**config.mk**
```make
export PLATFORM = sky130hd
export DESIGN_NAME = cache_axi_arbiter_flat
export DESIGN_NICKNAME = d
export VERILOG_FILES = /design/src/rtl/cache_axi_arbiter_if.sv /design/src/rtl/cache_axi_arbiter.sv /design/src/flat_wrapper.sv
export SDC_FILE = /design/constraint.sdc
export NUM_CORES = 1
export LEC_CHECK = 0
export CAP_MARGIN = 15
export CORE_AREA = 4 4 215 217
export CTS_BUF_LIST = sky130_fd_sc_hd__clkbuf_8 sky130_fd_sc_hd__clkbuf_16
export DETAILED_ROUTE_END_ITERATION = 8
export DIE_AREA = 0 0 219 221
export PLACE_DENSITY = 0.53
export SYNTH_ARGS = -nofsm -noshare
export SYNTH_HDL_FRONTEND = slang
export SYNTH_SLANG_ARGS = --single-unit
```
**constraint.sdc**
```tcl
create_clock -name clk -period 3.4 [get_ports clk]
set_input_delay 0.68 -clock clk [delete_from_list [all_inputs] [get_ports clk]]
set_output_delay 0.68 -clock clk [all_outputs]
set_load 0.1 [all_outputs]
```
**src/rtl/cache_axi_arbiter_if.sv**
```systemverilog
// Cache-side bundle between the icache/dcache and the AXI bridge port.
// The slave modport is the arbiter's view; master is the caches/bridge model.
interface cache_axi_arbiter_if;
    logic         ic_rd_req;
    logic [2:0]   ic_rd_type;
    logic [31:0]  ic_rd_addr;
    logic         ic_rd_rdy;
    logic         ic_ret_valid;
    logic         ic_ret_last;
    logic [31:0]  ic_ret_data;

    logic         dc_rd_req;
    logic [2:0]   dc_rd_type;
    logic [31:0]  dc_rd_addr;
    logic         dc_rd_rdy;
    logic         dc_ret_valid;
    logic         dc_ret_last;
    logic [31:0]  dc_ret_data;

    logic         dc_wr_req;
    logic [2:0]   dc_wr_type;
    logic [31:0]  dc_wr_addr;
    logic [3:0]   dc_wr_wstrb;
    logic [127:0] dc_wr_data;
    logic         dc_wr_rdy;

    logic         mem_rd_req;
    logic [2:0]   mem_rd_type;
    logic [31:0]  mem_rd_addr;
    logic         mem_rd_rdy;
    logic         mem_ret_valid;
    logic         mem_ret_last;
    logic [31:0]  mem_ret_data;

    logic         mem_wr_req;
    logic [2:0]   mem_wr_type;
    logic [31:0]  mem_wr_addr;
    logic [3:0]   mem_wr_wstrb;
    logic [127:0] mem_wr_data;
    logic         mem_wr_rdy;

    modport slave (
        input  ic_rd_req, ic_rd_type, ic_rd_addr,
        output ic_rd_rdy, ic_ret_valid, ic_ret_last, ic_ret_data,
        input  dc_rd_req, dc_rd_type, dc_rd_addr,
        output dc_rd_rdy, dc_ret_valid, dc_ret_last, dc_ret_data,
        input  dc_wr_req, dc_wr_type, dc_wr_addr, dc_wr_wstrb, dc_wr_data,
        output dc_wr_rdy,
        output mem_rd_req, mem_rd_type, mem_rd_addr,
        input  mem_rd_rdy, mem_ret_valid, mem_ret_last, mem_ret_data,
        output mem_wr_req, mem_wr_type, mem_wr_addr, mem_wr_wstrb, mem_wr_data,
        input  mem_wr_rdy
    );

    modport master (
        output ic_rd_req, ic_rd_type, ic_rd_addr,
        input  ic_rd_rdy, ic_ret_valid, ic_ret_last, ic_ret_data,
        output dc_rd_req, dc_rd_type, dc_rd_addr,
        input  dc_rd_rdy, dc_ret_valid, dc_ret_last, dc_ret_data,
        output dc_wr_req, dc_wr_type, dc_wr_addr, dc_wr_wstrb, dc_wr_data,
        input  dc_wr_rdy,
        input  mem_rd_req, mem_rd_type, mem_rd_addr,
        output mem_rd_rdy, mem_ret_valid, mem_ret_last, mem_ret_data,
        input  mem_wr_req, mem_wr_type, mem_wr_addr, mem_wr_wstrb, mem_wr_data,
        output mem_wr_rdy
    );
endinterface

```
**src/rtl/cache_axi_arbiter.sv**
```systemverilog
// Round-robin read arbiter for icache/dcache onto one bridge port, plus a
// single-entry dcache write buffer that holds back reads to its line.
module cache_axi_arbiter (
    input logic               clk,
    input logic               reset,
    cache_axi_arbiter_if.slave bus
);
    typedef enum logic {R_IDLE, R_WAIT} rd_state_e;
    typedef enum logic {W_EMPTY, W_FULL} wr_state_e;

    localparam logic SEL_IC = 1'b0;
    localparam logic SEL_DC = 1'b1;

    rd_state_e    rd_state_q;
    wr_state_e    wr_state_q;
    logic         rr_last_q;
    logic         owner_q;
    logic [2:0]   wb_type_q;
    logic [31:0]  wb_addr_q;
    logic [3:0]   wb_wstrb_q;
    logic [127:0] wb_data_q;

    logic ic_elig, dc_elig, gnt_ic, gnt_dc, in_wait, wb_full;

    assign wb_full = (wr_state_q == W_FULL);
    assign in_wait = (rd_state_q == R_WAIT);

    // Any read touching the buffered line waits until the write drains.
    assign ic_elig = bus.ic_rd_req && !(wb_full && bus.ic_rd_addr[31:4] == wb_addr_q[31:4]);
    assign dc_elig = bus.dc_rd_req && !(wb_full && bus.dc_rd_addr[31:4] == wb_addr_q[31:4]);

    assign gnt_dc = !in_wait && dc_elig && (!ic_elig || rr_last_q == SEL_IC);
    assign gnt_ic = !in_wait && ic_elig && !gnt_dc;

    assign bus.mem_rd_req  = gnt_ic || gnt_dc;
    assign bus.mem_rd_type = gnt_dc ? bus.dc_rd_type : bus.ic_rd_type;
    assign bus.mem_rd_addr = gnt_dc ? bus.dc_rd_addr : bus.ic_rd_addr;
    assign bus.ic_rd_rdy   = gnt_ic && bus.mem_rd_rdy;
    assign bus.dc_rd_rdy   = gnt_dc && bus.mem_rd_rdy;

    assign bus.ic_ret_valid = in_wait && owner_q == SEL_IC && bus.mem_ret_valid;
    assign bus.ic_ret_last  = in_wait && owner_q == SEL_IC && bus.mem_ret_last;
    assign bus.dc_ret_valid = in_wait && owner_q == SEL_DC && bus.mem_ret_valid;
    assign bus.dc_ret_last  = in_wait && owner_q == SEL_DC && bus.mem_ret_last;
    assign bus.ic_ret_data  = bus.mem_ret_data;
    assign bus.dc_ret_data  = bus.mem_ret_data;

    assign bus.dc_wr_rdy    = (wr_state_q == W_EMPTY);
    assign bus.mem_wr_req   = wb_full && bus.mem_wr_rdy;
    assign bus.mem_wr_type  = wb_type_q;
    assign bus.mem_wr_addr  = wb_addr_q;
    assign bus.mem_wr_wstrb = wb_wstrb_q;
    assign bus.mem_wr_data  = wb_data_q;

    always_ff @(posedge clk) begin
        if (reset) begin
            rd_state_q <= R_IDLE;
            wr_state_q <= W_EMPTY;
            rr_last_q  <= SEL_IC;
            owner_q    <= SEL_DC;
            wb_type_q  <= '0;
            wb_addr_q  <= '0;
            wb_wstrb_q <= '0;
            wb_data_q  <= '0;
        end else begin
            case (rd_state_q)
                R_IDLE: if (bus.mem_rd_req && bus.mem_rd_rdy) begin
                    owner_q    <= gnt_dc;
                    rr_last_q  <= gnt_dc;
                    rd_state_q <= R_WAIT;
                end
                R_WAIT: if (bus.mem_ret_valid && bus.mem_ret_last) rd_state_q <= R_IDLE;
                default: rd_state_q <= R_IDLE;
            endcase
            case (wr_state_q)
                W_EMPTY: if (bus.dc_wr_req) begin
                    wb_type_q  <= bus.dc_wr_type;
                    wb_addr_q  <= bus.dc_wr_addr;
                    wb_wstrb_q <= bus.dc_wr_wstrb;
                    wb_data_q  <= bus.dc_wr_data;
                    wr_state_q <= W_FULL;
                end
                W_FULL: if (bus.mem_wr_rdy) wr_state_q <= W_EMPTY;
                default: wr_state_q <= W_EMPTY;
            endcase
        end
    end
endmodule

```
**src/flat_wrapper.sv**
```systemverilog
// flat-port wrapper written by rule: the top's interface ports become plain ports
module cache_axi_arbiter_flat 
  (clk, reset, bus_ic_rd_req, bus_ic_rd_type, bus_ic_rd_addr, bus_ic_rd_rdy, bus_ic_ret_valid, bus_ic_ret_last, bus_ic_ret_data, bus_dc_rd_req, bus_dc_rd_type, bus_dc_rd_addr, bus_dc_rd_rdy, bus_dc_ret_valid, bus_dc_ret_last, bus_dc_ret_data, bus_dc_wr_req, bus_dc_wr_type, bus_dc_wr_addr, bus_dc_wr_wstrb, bus_dc_wr_data, bus_dc_wr_rdy, bus_mem_rd_req, bus_mem_rd_type, bus_mem_rd_addr, bus_mem_rd_rdy, bus_mem_ret_valid, bus_mem_ret_last, bus_mem_ret_data, bus_mem_wr_req, bus_mem_wr_type, bus_mem_wr_addr, bus_mem_wr_wstrb, bus_mem_wr_data, bus_mem_wr_rdy);
  cache_axi_arbiter_if bus_i ();
  input logic clk;
  input logic reset;
  input wire logic [$bits(bus_i.ic_rd_req)-1:0] bus_ic_rd_req;
  input wire logic [$bits(bus_i.ic_rd_type)-1:0] bus_ic_rd_type;
  input wire logic [$bits(bus_i.ic_rd_addr)-1:0] bus_ic_rd_addr;
  output wire logic [$bits(bus_i.ic_rd_rdy)-1:0] bus_ic_rd_rdy;
  output wire logic [$bits(bus_i.ic_ret_valid)-1:0] bus_ic_ret_valid;
  output wire logic [$bits(bus_i.ic_ret_last)-1:0] bus_ic_ret_last;
  output wire logic [$bits(bus_i.ic_ret_data)-1:0] bus_ic_ret_data;
  input wire logic [$bits(bus_i.dc_rd_req)-1:0] bus_dc_rd_req;
  input wire logic [$bits(bus_i.dc_rd_type)-1:0] bus_dc_rd_type;
  input wire logic [$bits(bus_i.dc_rd_addr)-1:0] bus_dc_rd_addr;
  output wire logic [$bits(bus_i.dc_rd_rdy)-1:0] bus_dc_rd_rdy;
  output wire logic [$bits(bus_i.dc_ret_valid)-1:0] bus_dc_ret_valid;
  output wire logic [$bits(bus_i.dc_ret_last)-1:0] bus_dc_ret_last;
  output wire logic [$bits(bus_i.dc_ret_data)-1:0] bus_dc_ret_data;
  input wire logic [$bits(bus_i.dc_wr_req)-1:0] bus_dc_wr_req;
  input wire logic [$bits(bus_i.dc_wr_type)-1:0] bus_dc_wr_type;
  input wire logic [$bits(bus_i.dc_wr_addr)-1:0] bus_dc_wr_addr;
  input wire logic [$bits(bus_i.dc_wr_wstrb)-1:0] bus_dc_wr_wstrb;
  input wire logic [$bits(bus_i.dc_wr_data)-1:0] bus_dc_wr_data;
  output wire logic [$bits(bus_i.dc_wr_rdy)-1:0] bus_dc_wr_rdy;
  output wire logic [$bits(bus_i.mem_rd_req)-1:0] bus_mem_rd_req;
  output wire logic [$bits(bus_i.mem_rd_type)-1:0] bus_mem_rd_type;
  output wire logic [$bits(bus_i.mem_rd_addr)-1:0] bus_mem_rd_addr;
  input wire logic [$bits(bus_i.mem_rd_rdy)-1:0] bus_mem_rd_rdy;
  input wire logic [$bits(bus_i.mem_ret_valid)-1:0] bus_mem_ret_valid;
  input wire logic [$bits(bus_i.mem_ret_last)-1:0] bus_mem_ret_last;
  input wire logic [$bits(bus_i.mem_ret_data)-1:0] bus_mem_ret_data;
  output wire logic [$bits(bus_i.mem_wr_req)-1:0] bus_mem_wr_req;
  output wire logic [$bits(bus_i.mem_wr_type)-1:0] bus_mem_wr_type;
  output wire logic [$bits(bus_i.mem_wr_addr)-1:0] bus_mem_wr_addr;
  output wire logic [$bits(bus_i.mem_wr_wstrb)-1:0] bus_mem_wr_wstrb;
  output wire logic [$bits(bus_i.mem_wr_data)-1:0] bus_mem_wr_data;
  input wire logic [$bits(bus_i.mem_wr_rdy)-1:0] bus_mem_wr_rdy;
  assign bus_i.ic_rd_req = bus_ic_rd_req;
  assign bus_i.ic_rd_type = bus_ic_rd_type;
  assign bus_i.ic_rd_addr = bus_ic_rd_addr;
  assign bus_ic_rd_rdy = bus_i.ic_rd_rdy;
  assign bus_ic_ret_valid = bus_i.ic_ret_valid;
  assign bus_ic_ret_last = bus_i.ic_ret_last;
  assign bus_ic_ret_data = bus_i.ic_ret_data;
  assign bus_i.dc_rd_req = bus_dc_rd_req;
  assign bus_i.dc_rd_type = bus_dc_rd_type;
  assign bus_i.dc_rd_addr = bus_dc_rd_addr;
  assign bus_dc_rd_rdy = bus_i.dc_rd_rdy;
  assign bus_dc_ret_valid = bus_i.dc_ret_valid;
  assign bus_dc_ret_last = bus_i.dc_ret_last;
  assign bus_dc_ret_data = bus_i.dc_ret_data;
  assign bus_i.dc_wr_req = bus_dc_wr_req;
  assign bus_i.dc_wr_type = bus_dc_wr_type;
  assign bus_i.dc_wr_addr = bus_dc_wr_addr;
  assign bus_i.dc_wr_wstrb = bus_dc_wr_wstrb;
  assign bus_i.dc_wr_data = bus_dc_wr_data;
  assign bus_dc_wr_rdy = bus_i.dc_wr_rdy;
  assign bus_mem_rd_req = bus_i.mem_rd_req;
  assign bus_mem_rd_type = bus_i.mem_rd_type;
  assign bus_mem_rd_addr = bus_i.mem_rd_addr;
  assign bus_i.mem_rd_rdy = bus_mem_rd_rdy;
  assign bus_i.mem_ret_valid = bus_mem_ret_valid;
  assign bus_i.mem_ret_last = bus_mem_ret_last;
  assign bus_i.mem_ret_data = bus_mem_ret_data;
  assign bus_mem_wr_req = bus_i.mem_wr_req;
  assign bus_mem_wr_type = bus_i.mem_wr_type;
  assign bus_mem_wr_addr = bus_i.mem_wr_addr;
  assign bus_mem_wr_wstrb = bus_i.mem_wr_wstrb;
  assign bus_mem_wr_data = bus_i.mem_wr_data;
  assign bus_i.mem_wr_rdy = bus_mem_wr_rdy;
  cache_axi_arbiter u_core (.clk(clk), .reset(reset), .bus(bus_i));
endmodule
```
## Yosys cells after proc, flatten, opt, wreduce, memory -nomap -nowiden

Cells that the tools add are included.
W data, S select, Z words.

- Equal/unequal tests: 2
- Reductions and logical operators: 28
- Bitwise operators: 4
- Muxes and demuxes: 8

Operator list:

| operator | number |
|---|---|
| $eq A28 B28 Y1 | 2 |
| $mux W32 | 1 |
| $logic_and A1 B1 Y1 | 19 |
| $logic_not A1 Y1 | 5 |
| $mux W1 | 4 |
| $not A1 Y1 | 4 |
| $pmux W1 S2 | 2 |
| $reduce_and A2 Y1 | 2 |
| $mux W3 | 1 |
| $logic_or A1 B1 Y1 | 2 |

- Register bits after elaboration: 171
- Word-level logic and storage cells: 50
- Input port bits: 278
- Output and inout port bits: 275

## Longest topological paths before layout

Gate-level depths: netlist of run 1.

- Depth in word-level cells: 13
- Depth in mapped cells: 8
- Depth with buffers taken out: 6

## Worst setup path before layout of run 1

No wires, ideal clock.

- Kind: flip-flop to output port
- Start point: register u_core.wb_addr_q[19] (netlist: u_core.bus.mem_wr_addr[19])
- End point: output port bus_ic_rd_rdy
- Path buffers: 2
- Arrival: 3.869 ns
- Required time: 2.720 ns
- Stages on the path, launching flop included: 9
- Path slack: -1.149 ns
- Cell sequence: dfxtp_1 inv_1 a222oi_1 or4b_4 o31ai_4 a311o_2 buf_6 buf_12 nor2b_1

- Word-level cells in the longest chain between the ends: 10
- Elaborated cells on any way between the ends: 16
- Those cells by class: eq/ne: 2; reduce/logical: 14

RTL lines:

| element | RTL line | source |
|---|---|---|
| from (decl) | cache_axi_arbiter.sv:19 | `logic [31:0] wb_addr_q;` |
| from (signal assigned) | cache_axi_arbiter.sv:78 | `wb_addr_q <= bus.dc_wr_addr;` |
| $eq A28 B28 Y1 | cache_axi_arbiter.sv:29 | `assign ic_elig = bus.ic_rd_req && !(wb_full && bus.ic_rd_addr[31:4] == wb_addr_q[31:4]);` |
| $logic_and A1 B1 Y1 | cache_axi_arbiter.sv:29 |  |
| $logic_not A1 Y1 | cache_axi_arbiter.sv:29 |  |
| $logic_and A1 B1 Y1 | cache_axi_arbiter.sv:29 |  |
| $logic_not A1 Y1 | cache_axi_arbiter.sv:32 | `assign gnt_dc = !in_wait && dc_elig && (!ic_elig \|\| rr_last_q == SEL_IC);` |
| $logic_or A1 B1 Y1 | cache_axi_arbiter.sv:32 |  |
| $logic_and A1 B1 Y1 | cache_axi_arbiter.sv:32 |  |
| $logic_not A1 Y1 | cache_axi_arbiter.sv:33 | `assign gnt_ic = !in_wait && ic_elig && !gnt_dc;` |
| $logic_and A1 B1 Y1 * | cache_axi_arbiter.sv:33 |  |
| $logic_and A1 B1 Y1 * | cache_axi_arbiter.sv:38 | `assign bus.ic_rd_rdy = gnt_ic && bus.mem_rd_rdy;` |
| to (decl) | flat_wrapper.sv:10 | `output wire logic [$bits(bus_i.ic_rd_rdy)-1:0] bus_ic_rd_rdy;` |

Mark *: on every way between the ends. The rest lies on a longest branch, timed or not.

## Worst setup path in the final report of run 1

- Start point: input port bus_ic_rd_addr[11]
- End point: output port bus_mem_rd_addr[3]

- Word-level cells in the longest chain between the ends: 8

RTL lines:

| element | RTL line | source |
|---|---|---|
| from (decl) | flat_wrapper.sv:9 | `input wire logic [$bits(bus_i.ic_rd_addr)-1:0] bus_ic_rd_addr;` |
| $eq A28 B28 Y1 | cache_axi_arbiter.sv:29 |  |
| $logic_and A1 B1 Y1 | cache_axi_arbiter.sv:29 |  |
| $logic_not A1 Y1 | cache_axi_arbiter.sv:29 |  |
| $logic_and A1 B1 Y1 | cache_axi_arbiter.sv:29 |  |
| $logic_not A1 Y1 | cache_axi_arbiter.sv:32 |  |
| $logic_or A1 B1 Y1 | cache_axi_arbiter.sv:32 |  |
| $logic_and A1 B1 Y1 | cache_axi_arbiter.sv:32 |  |
| $mux W32 | cache_axi_arbiter.sv:37 | `assign bus.mem_rd_addr = gnt_dc ? bus.dc_rd_addr : bus.ic_rd_addr;` |
| to (decl) | flat_wrapper.sv:29 | `output wire logic [$bits(bus_i.mem_rd_addr)-1:0] bus_mem_rd_addr;` |

No other way between the ends.

==> impl_results.md, run 1 <==
* Result of the run: finished, violations left
* Failing checks: negative setup slack
* FMAX at 265.1 MHz
* TritonCTS clock tree: done
* Wirelength per Cell at 17.41 um
* CORE AREA at 44120 sq um
* Fraction of final layout cells sized beyond drive strength 1 at 0.2537
* Max-slew violations at 0
* Via count at 7861
* Global-route wire length before repair at 49200 um
* Worst Path Required at 2.72 ns
* Drt drc at 0
* Final wirelength at 34080 um
* Clk Latency, worst-skew pair at 0.46 ns
* Gr usage total at 0.1335
* Worst Setup End Kind: output port
* Largest net degree at the start of global routing at 96
* H-tree level count at 4
* Most frequent cells after synthesis: nand2_1 (340), dfxtp_1 (171), a21oi_1 (170)
* Top_reg_cell synth: dfxtp_1
* CP Launch Type: input pin
* Die span in y at 221 um
* CTS max path bufs at 2
* Top-count cell post-synth: nand2_1
* Antenna violations before repair at 4
* Syn Nets at 1220
* Synthesized flop and latch total at 171
* Worst slew margin at 0.3309
* Yosys cell types at 33
* Die area at 48400 sq um
* PnR worst setup slack at -0.3723 ns
* Io pins at 553
* Grt total ovfl at 0
* PD cells at 499.2 nW/um^2
* CTS buffer count at 17
* Fin nets at 1629
* DP Cell Count at 1907
* Leading area contributor after synthesis: dfxtp_1
* Synth Instances at 942
* Max-cap violation count at 0
* Pre-antenna DRT Iters at 4
* WS Path Type: input pin to output port
* Starting Density at 0.1708
* Min Hold Slack at 0.4537 ns
* VDD IR-drop max at 346.4 uV
* Fin Clk Skew at 0.02162 ns
* Min Tclk post-route at 3.772 ns
* DR vias/cell at 4.015
* GPL Wtd Cong at 0.8224
* Number of global-route vias before repair at 8023
* YS warnings at 0
* Antenna viol nets, final at 0
* Final setup viols at 37
* Std-Cell Rows at 77
* DR iter-0 viols at 278
* Detailed Place HPWL at 25860 um
* Least-Margin Pin Slew at 1.000 ns
* RSZ-0062 raised after global routing: true
* Leak Pwr at 5.613 nW
* Syn Area/Cell at 8.000 sq um
* Syn-to-layout area delta at 80.34%
* Hold_buf cts at 0
* Top cell type's share of synthesized area at 0.4543
* Final period util at 1.110
* Worst-path fanout max at 5
* Hold Path Class: flip-flop to flip-flop
* Netlist Area Pre-Place at 7536 sq um
* CTS root buffer: clkbuf_16
* CP Data Arrival Time at 3.09 ns
* Fillers at 4734
* Post-synth EDFFs at 0
* Sequential-to-total area share from yosys stat at 0.4543
* Clk sinks at 171
* Clk slew on worst S/H paths at 0.06 ns
* Finished Layout Cells at 1958
* Die W at 219 um
* Hold Violations, Final at 0
* PortBufs at 456
* Top cells by area, synth: dfxtp_1 (45%), nand2_1 (17%), a21oi_1 (11%)
* Async SR Flop Fraction at 0
-- report_power, final --
part | switching (mW) | internal (mW) | leakage [nW]
Combinational | 1.71 | 0.844 | 3.91
Sequential | 0.0987 | 2.13 | 1.42
Clock | 0.903 | 1.10 | 0.282
Total | 2.71 | 4.07 | 5.61
-- worst paths after layout --
path                                      to  cells past startpoint                  startpoint  slack [ns]
setup / recovery          bus_mem_rd_addr[3]                     11          bus_ic_rd_addr[11]       -0.37
hold / removal    u_core.bus.mem_wr_data[27]                      2  u_core.bus.mem_wr_data[27]        0.45
setup reg to reg              u_core.owner_q                     12  u_core.bus.mem_wr_addr[31]        0.80
hold reg to reg   u_core.bus.mem_wr_data[27]                      2  u_core.bus.mem_wr_data[27]        0.45
-- worst max-delay path, stage by stage --
cell	delay (ns)
dlygate4sd2_1	0.27
xnor2_1	0.15
nand4_1	0.19
nor4_4	0.38
nand2_1	0.13
a311o_2	0.38
buf_6	0.14
buf_6	0.12
clkbuf_16	0.16
mux2_4	0.31
buf_12	0.17
-- cell usage in the layout, fill, tap and decap left out, drive strengths merged, types with 2 or more instances in the layout --
cell type / Yosys / layout
xor2: 22 / 22
clkdlybuf4s50: 0 / 244
clkbuf: 53 / 22
nor3: 2 / 2
bufinv: 0 / 2
diode: 0 / 2
nor2: 4 / 4
buf: 71 / 224
dlygate4sd2: 0 / 34
nand4: 8 / 8
inv: 9 / 14
nor2b: 2 / 2
dfxtp: 171 / 171
and3: 4 / 4
clkinvlp: 0 / 4
xnor2: 30 / 30
clkinv: 0 / 3
o21ai: 3 / 3
clkdlybuf4s15: 0 / 7
nor4: 6 / 6
a21oi: 170 / 170
mux2: 35 / 35
nand2: 340 / 340
-- metrics by stage --
step                worst slack [ns]  power, mW  TNS [ns]  area (sq um)  utilization
finish                       -0.3723      6.784    -11.59         13590       0.3080
global route                 -0.4610      7.066    -14.89         13590       0.3079
CTS                          -0.3344      6.892    -11.07         13480       0.3055
detailed placement           -0.7371      4.779    -25.62         12640       0.2865
global placement             -0.7455      4.766    -26.10         12640       0.2865
floorplan                   -0.01907      4.218  -0.01907          7589            -
-- layer usage --
metal | part of all wire | vias to the layer above | GRT usage | wire [um]
met5 | 0.00091 | - | 0 | 31
met3 | 0.11 | 70 | 0.06433 | 3629
li1 | - | 3813 | - | -
met2 | 0.49 | 411 | 0.2349 | 16640
met4 | 0.047 | 4 | 0.06891 | 1603
met1 | 0.36 | 3563 | 0.1289 | 12180
-- cells by family after synthesis --
| family | count (synthesis) | share of synthesized area |
|---|---|---|
| xor gates and xnor gates | 52 | 0.06043 |
| buffers and inverters | 133 | 0.1039 |
| muxes | 35 | 0.06077 |
| AOI/OAI and AO/OA | 181 | 0.1255 |
| DFF | 171 | 0.4543 |
| and+or+nand+nor | 370 | 0.1951 |
-- what timing repair did --
| item | 4_1_cts | 5_1_grt |
|---|---|---|
| gates resized for setup | 103 | 31 |
| endpoints found under the setup margin | 38 | 37 |
| pin swaps | 14 | 14 |
| gates cloned | 3 | 1 |
| buffers inserted | 10 | 4 |
-- layout make-up --
cell class                      count  area [sq um]  area share
Timing Repair Buffer              514          5184      0.3814
Sequential cell                   171          3478      0.2559
Antenna cell                        2         5.005   0.0003683
Tap cell                          592         740.7     0.05450
Clock buffer                       18         439.2     0.03231
Inverter                            9         33.78    0.002486
Clock inverter                     14         146.4     0.01077
Multi-Input combinational cell    638          3563      0.2622
-- flip-flops by register name, summed over array words and instances (netlist names) --
signal                   cells
u_core.bus.mem_wr_data     128
u_core.bus.mem_wr_wstrb      4
u_core.owner_q               1
u_core.bus.mem_wr_addr      32
u_core.in_wait               1
u_core.wb_full               1
u_core.rr_last_q             1
u_core.bus.mem_wr_type       3
No activity file was read; power rests on OpenSTA's default activity.
==> run 2: changes to the inputs <==
--- a/config.mk
+++ b/config.mk
@@ -11,6 +11,7 @@
 export DETAILED_ROUTE_END_ITERATION = 8
 export DIE_AREA = 0 0 219 221
 export PLACE_DENSITY = 0.53
+export SETUP_SLACK_MARGIN = 0.02
 export SYNTH_ARGS = -nofsm -noshare
 export SYNTH_HDL_FRONTEND = slang
 export SYNTH_SLANG_ARGS = --single-unit
==> run 2 against run 1 <==
  * The flow still finishes with violations (negative setup slack)
  * Worst hold slack got worse by 0.0016 ns
  * Core utilization about the same
  * Register-to-register slack better by 0.16 ns
  * Cell count shrank 0.46%
  * Sequential power hardly changed
  * Routed wire length shrank 1.8%
  * Die area did not move
  * Fmax rose by 3.5%
  * Non-clock buffer count shrank 7
  * Count of clock-buffer cells in the layout did not move
  * Via count down 0.64%
  * Sequential share of layout area is 0.071 points lower
  * Critical path type unchanged
  * Critical endpoint is now bus_mem_rd_addr[31]
  * Largest power group unchanged
==> impl_results.md, run 2 (synthesized netlist as in run 1, its figures left out) <==
* Result of the run: finished, violations left (unchanged)
* Failing checks: negative setup slack (unchanged)
* Reg power frac at 0.324 (was 0.328)
* R2R depth at 11 (was 12)
* Fillers at 4721 (was 4734)
* Fin nets at 1622 (was 1629)
* Clk Latency, worst-skew pair at 0.46 ns (about the same)
* Leak Pwr at 5.586 nW (was 5.613 nW)
* Internal at 4.150 mW (was 4.073 mW)
* Wirelength per Cell at 17.18 um (was 17.41 um)
* DP Cell Count at 1905 (was 1907)
* CP Data Arrival Time at 2.97 ns (was 3.09 ns)
* Hold Path Depth at 2 (unchanged)
* H-tree level count at 4 (unchanged)
* Critical-path top delay cell: a311o_2 (was nor4_4)
* Std-Cell Rows at 77 (unchanged)
* TritonCTS clock tree: done (unchanged)
* Net Sw Power at 2.710 mW (was 2.711 mW)
* Number of global-route vias before repair at 8028 (was 8023)
* PortBufs at 456 (unchanged)
* Grt total ovfl at 0 (unchanged)
* Antenna violations before repair at 1 (was 4)
* WS Path Type: input pin to output port (unchanged)
* CP Launch Type: input pin (unchanged)
* Least-Margin Pin Slew at 1.006 ns (was 1.000 ns)
* Most frequent cells in the layout: nand2_1 (338), clkdlybuf4s50_1 (250), a21oi_1 (169), buf_4 (153), dfxtp_1 (143) (was nand2_1 (339), clkdlybuf4s50_1 (244), a21oi_1 (169), buf_4 (164), dfxtp_1 (143))
* Diodes inserted at 0 (was 2)
* Power share of the clock group at 0.303 (was 0.296)
* DR vias/cell at 4.008 (was 4.015)
* Most common cell after layout, fill and taps aside: nand2_1 (unchanged)
* PD cells at 504.8 nW/um^2 (was 499.2 nW/um^2)
* Hold Path Class: flip-flop to flip-flop (unchanged)
* GPL Wtd Cong at 0.8242 (was 0.8224)
* VDD IR-drop max at 336.0 uV (was 346.4 uV)
* Worst Path Required at 2.72 ns (about the same)
* Fraction of final layout cells sized beyond drive strength 1 at 0.2520 (was 0.2537)
* Die span in y at 221 um (unchanged)
* Starting Density at 0.1708 (unchanged)
* Clk sinks at 171 (unchanged)
* Max-cap violation count at 0 (unchanged)
* Critical-path cell list: dlygate4sd2_1, xnor2_2, nand4_1, nor4_4, buf_4, nand2_2, a311o_2, buf_12, buf_12, mux2_4, buf_12 (was dlygate4sd2_1, xnor2_1, nand4_1, nor4_4, nand2_1, a311o_2, buf_6, buf_6, clkbuf_16, mux2_4, buf_12)
* Worst-path fanout max at 6 (was 5)
* CORE AREA at 44120 sq um (unchanged)
* Post-Place Worst Slack at -0.6538 ns (was -0.7371 ns)
* Largest net degree at the start of global routing at 104 (was 96)
* Worst Setup End Kind: output port (unchanged)
* DR iter-0 viols at 300 (was 278)
* Final wirelength at 33480 um (was 34080 um)
* PnR worst setup slack at -0.2463 ns (was -0.3723 ns)
* Die area at 48400 sq um (unchanged)
* Final core occ at 0.3080 (about the same)
* Final setup TNS at -8.497 ns (was -11.59 ns)
* Switching part of the total power at 0.3950 (was 0.3996)
* CTS buffer count at 17 (unchanged)
* Finished Layout Cells at 1949 (was 1958)
* CP peak stage delay at 0.36 ns (was 0.38 ns)
* Syn-to-layout area delta at 80.33% (was 80.34%)
* Detailed Place HPWL at 25350 um (was 25860 um)
* CTS root buffer: clkbuf_16 (unchanged)
* Hold_buf cts at 0 (unchanged)
* Min Tclk post-route at 3.646 ns (was 3.772 ns)
* Drt drc at 0 (unchanged)
* Crit-path most repeated cell: buf_12 (was buf_6)
* Fin Clk Skew at 0.01616 ns (was 0.02162 ns)
* Die W at 219 um (unchanged)
* Max FFs per register at 128 (unchanged)
* RSZ-0062 raised after global routing: true (unchanged)
* Final setup viols at 37 (unchanged)
* Final period util at 1.072 (was 1.110)
* Max-slew violations at 0 (unchanged)
* Clk slew on worst S/H paths at 0.06 ns (about the same)
* Global-route wire length before repair at 49150 um (was 49200 um)
* Hold Violations, Final at 0 (unchanged)
* Worst slew margin at 0.3274 (was 0.3309)
* Comb pwr share at 0.373 (was 0.376)
* CTS max path bufs at 2 (unchanged)
* Via count at 7811 (was 7861)
* Io pins at 553 (unchanged)
* FMAX at 274.3 MHz (was 265.1 MHz)
* Antenna viol nets, final at 0 (unchanged)
* Pre-antenna DRT Iters at 6 (was 4)
* Gr usage total at 0.1329 (was 0.1335)
run 2: metrics by stage:
stage	area, sq um	power, mW	hold slack, ns
after floorplan	7590	4.219	0.4404
after global placement	12620	4.761	0.4411
after detailed placement	12620	4.772	0.4452
after CTS	13550	6.985	0.4548
after global routing	13590	7.159	0.4717
final	13590	6.860	0.4522
run 2: repair_timing:
action                                  4_1_cts  5_1_grt
gates resized for setup                     122       17
buffers inserted                              6        2
endpoints found under the setup margin       38       37
pin swaps                                    24       17
cloned                                        4        0
run 2: critical path, delay by kind of cell:
family,cells,cell delay (ns)
xor+xnor,1,0.17
simple gates,3,0.51
buf+inv,5,0.91
mux,1,0.31
compound gates,1,0.36
run 2: layout make-up:
class	instances	area (sq um)	area share
repair buffers	507	5127	0.3773
multi-input cells	638	3612	0.2658
flip-flops and latches	171	3468	0.2552
well taps	592	740.7	0.05451
clock buffers	18	439.2	0.03232
clock inverters	14	167.7	0.01234
inverters	9	33.78	0.002486
run 2: final timing paths:
kind	slack [ns]	start	endpoint
worst max-delay path	-0.25	bus_ic_rd_addr[9]	bus_mem_rd_addr[31]
worst min-delay path	0.45	u_core.bus.mem_wr_data[99]	u_core.bus.mem_wr_data[99]
worst max register to register	0.96	u_core.bus.mem_wr_addr[16]	u_core.owner_q
worst min register to register	0.45	u_core.bus.mem_wr_data[99]	u_core.bus.mem_wr_data[99]
run 2: power groups by stage:
stage	Sequential, mW	Clock [mW]	Combinational, mW
2_1_floorplan	3.10	0	1.12
3_3_place_gp	2.26	0	2.50
3_5_place_dp	2.27	0	2.50
4_1_cts	2.23	2.19	2.57
5_1_grt	2.24	2.26	2.66
6_report	2.23	2.08	2.56
run 2: layer usage:
layer | GRT usage | part of all wire
met2 | 0.2297 | 0.48
met5 | 0 | 0.00039
met4 | 0.07176 | 0.048
met1 | 0.1307 | 0.35
met3 | 0.06365 | 0.11
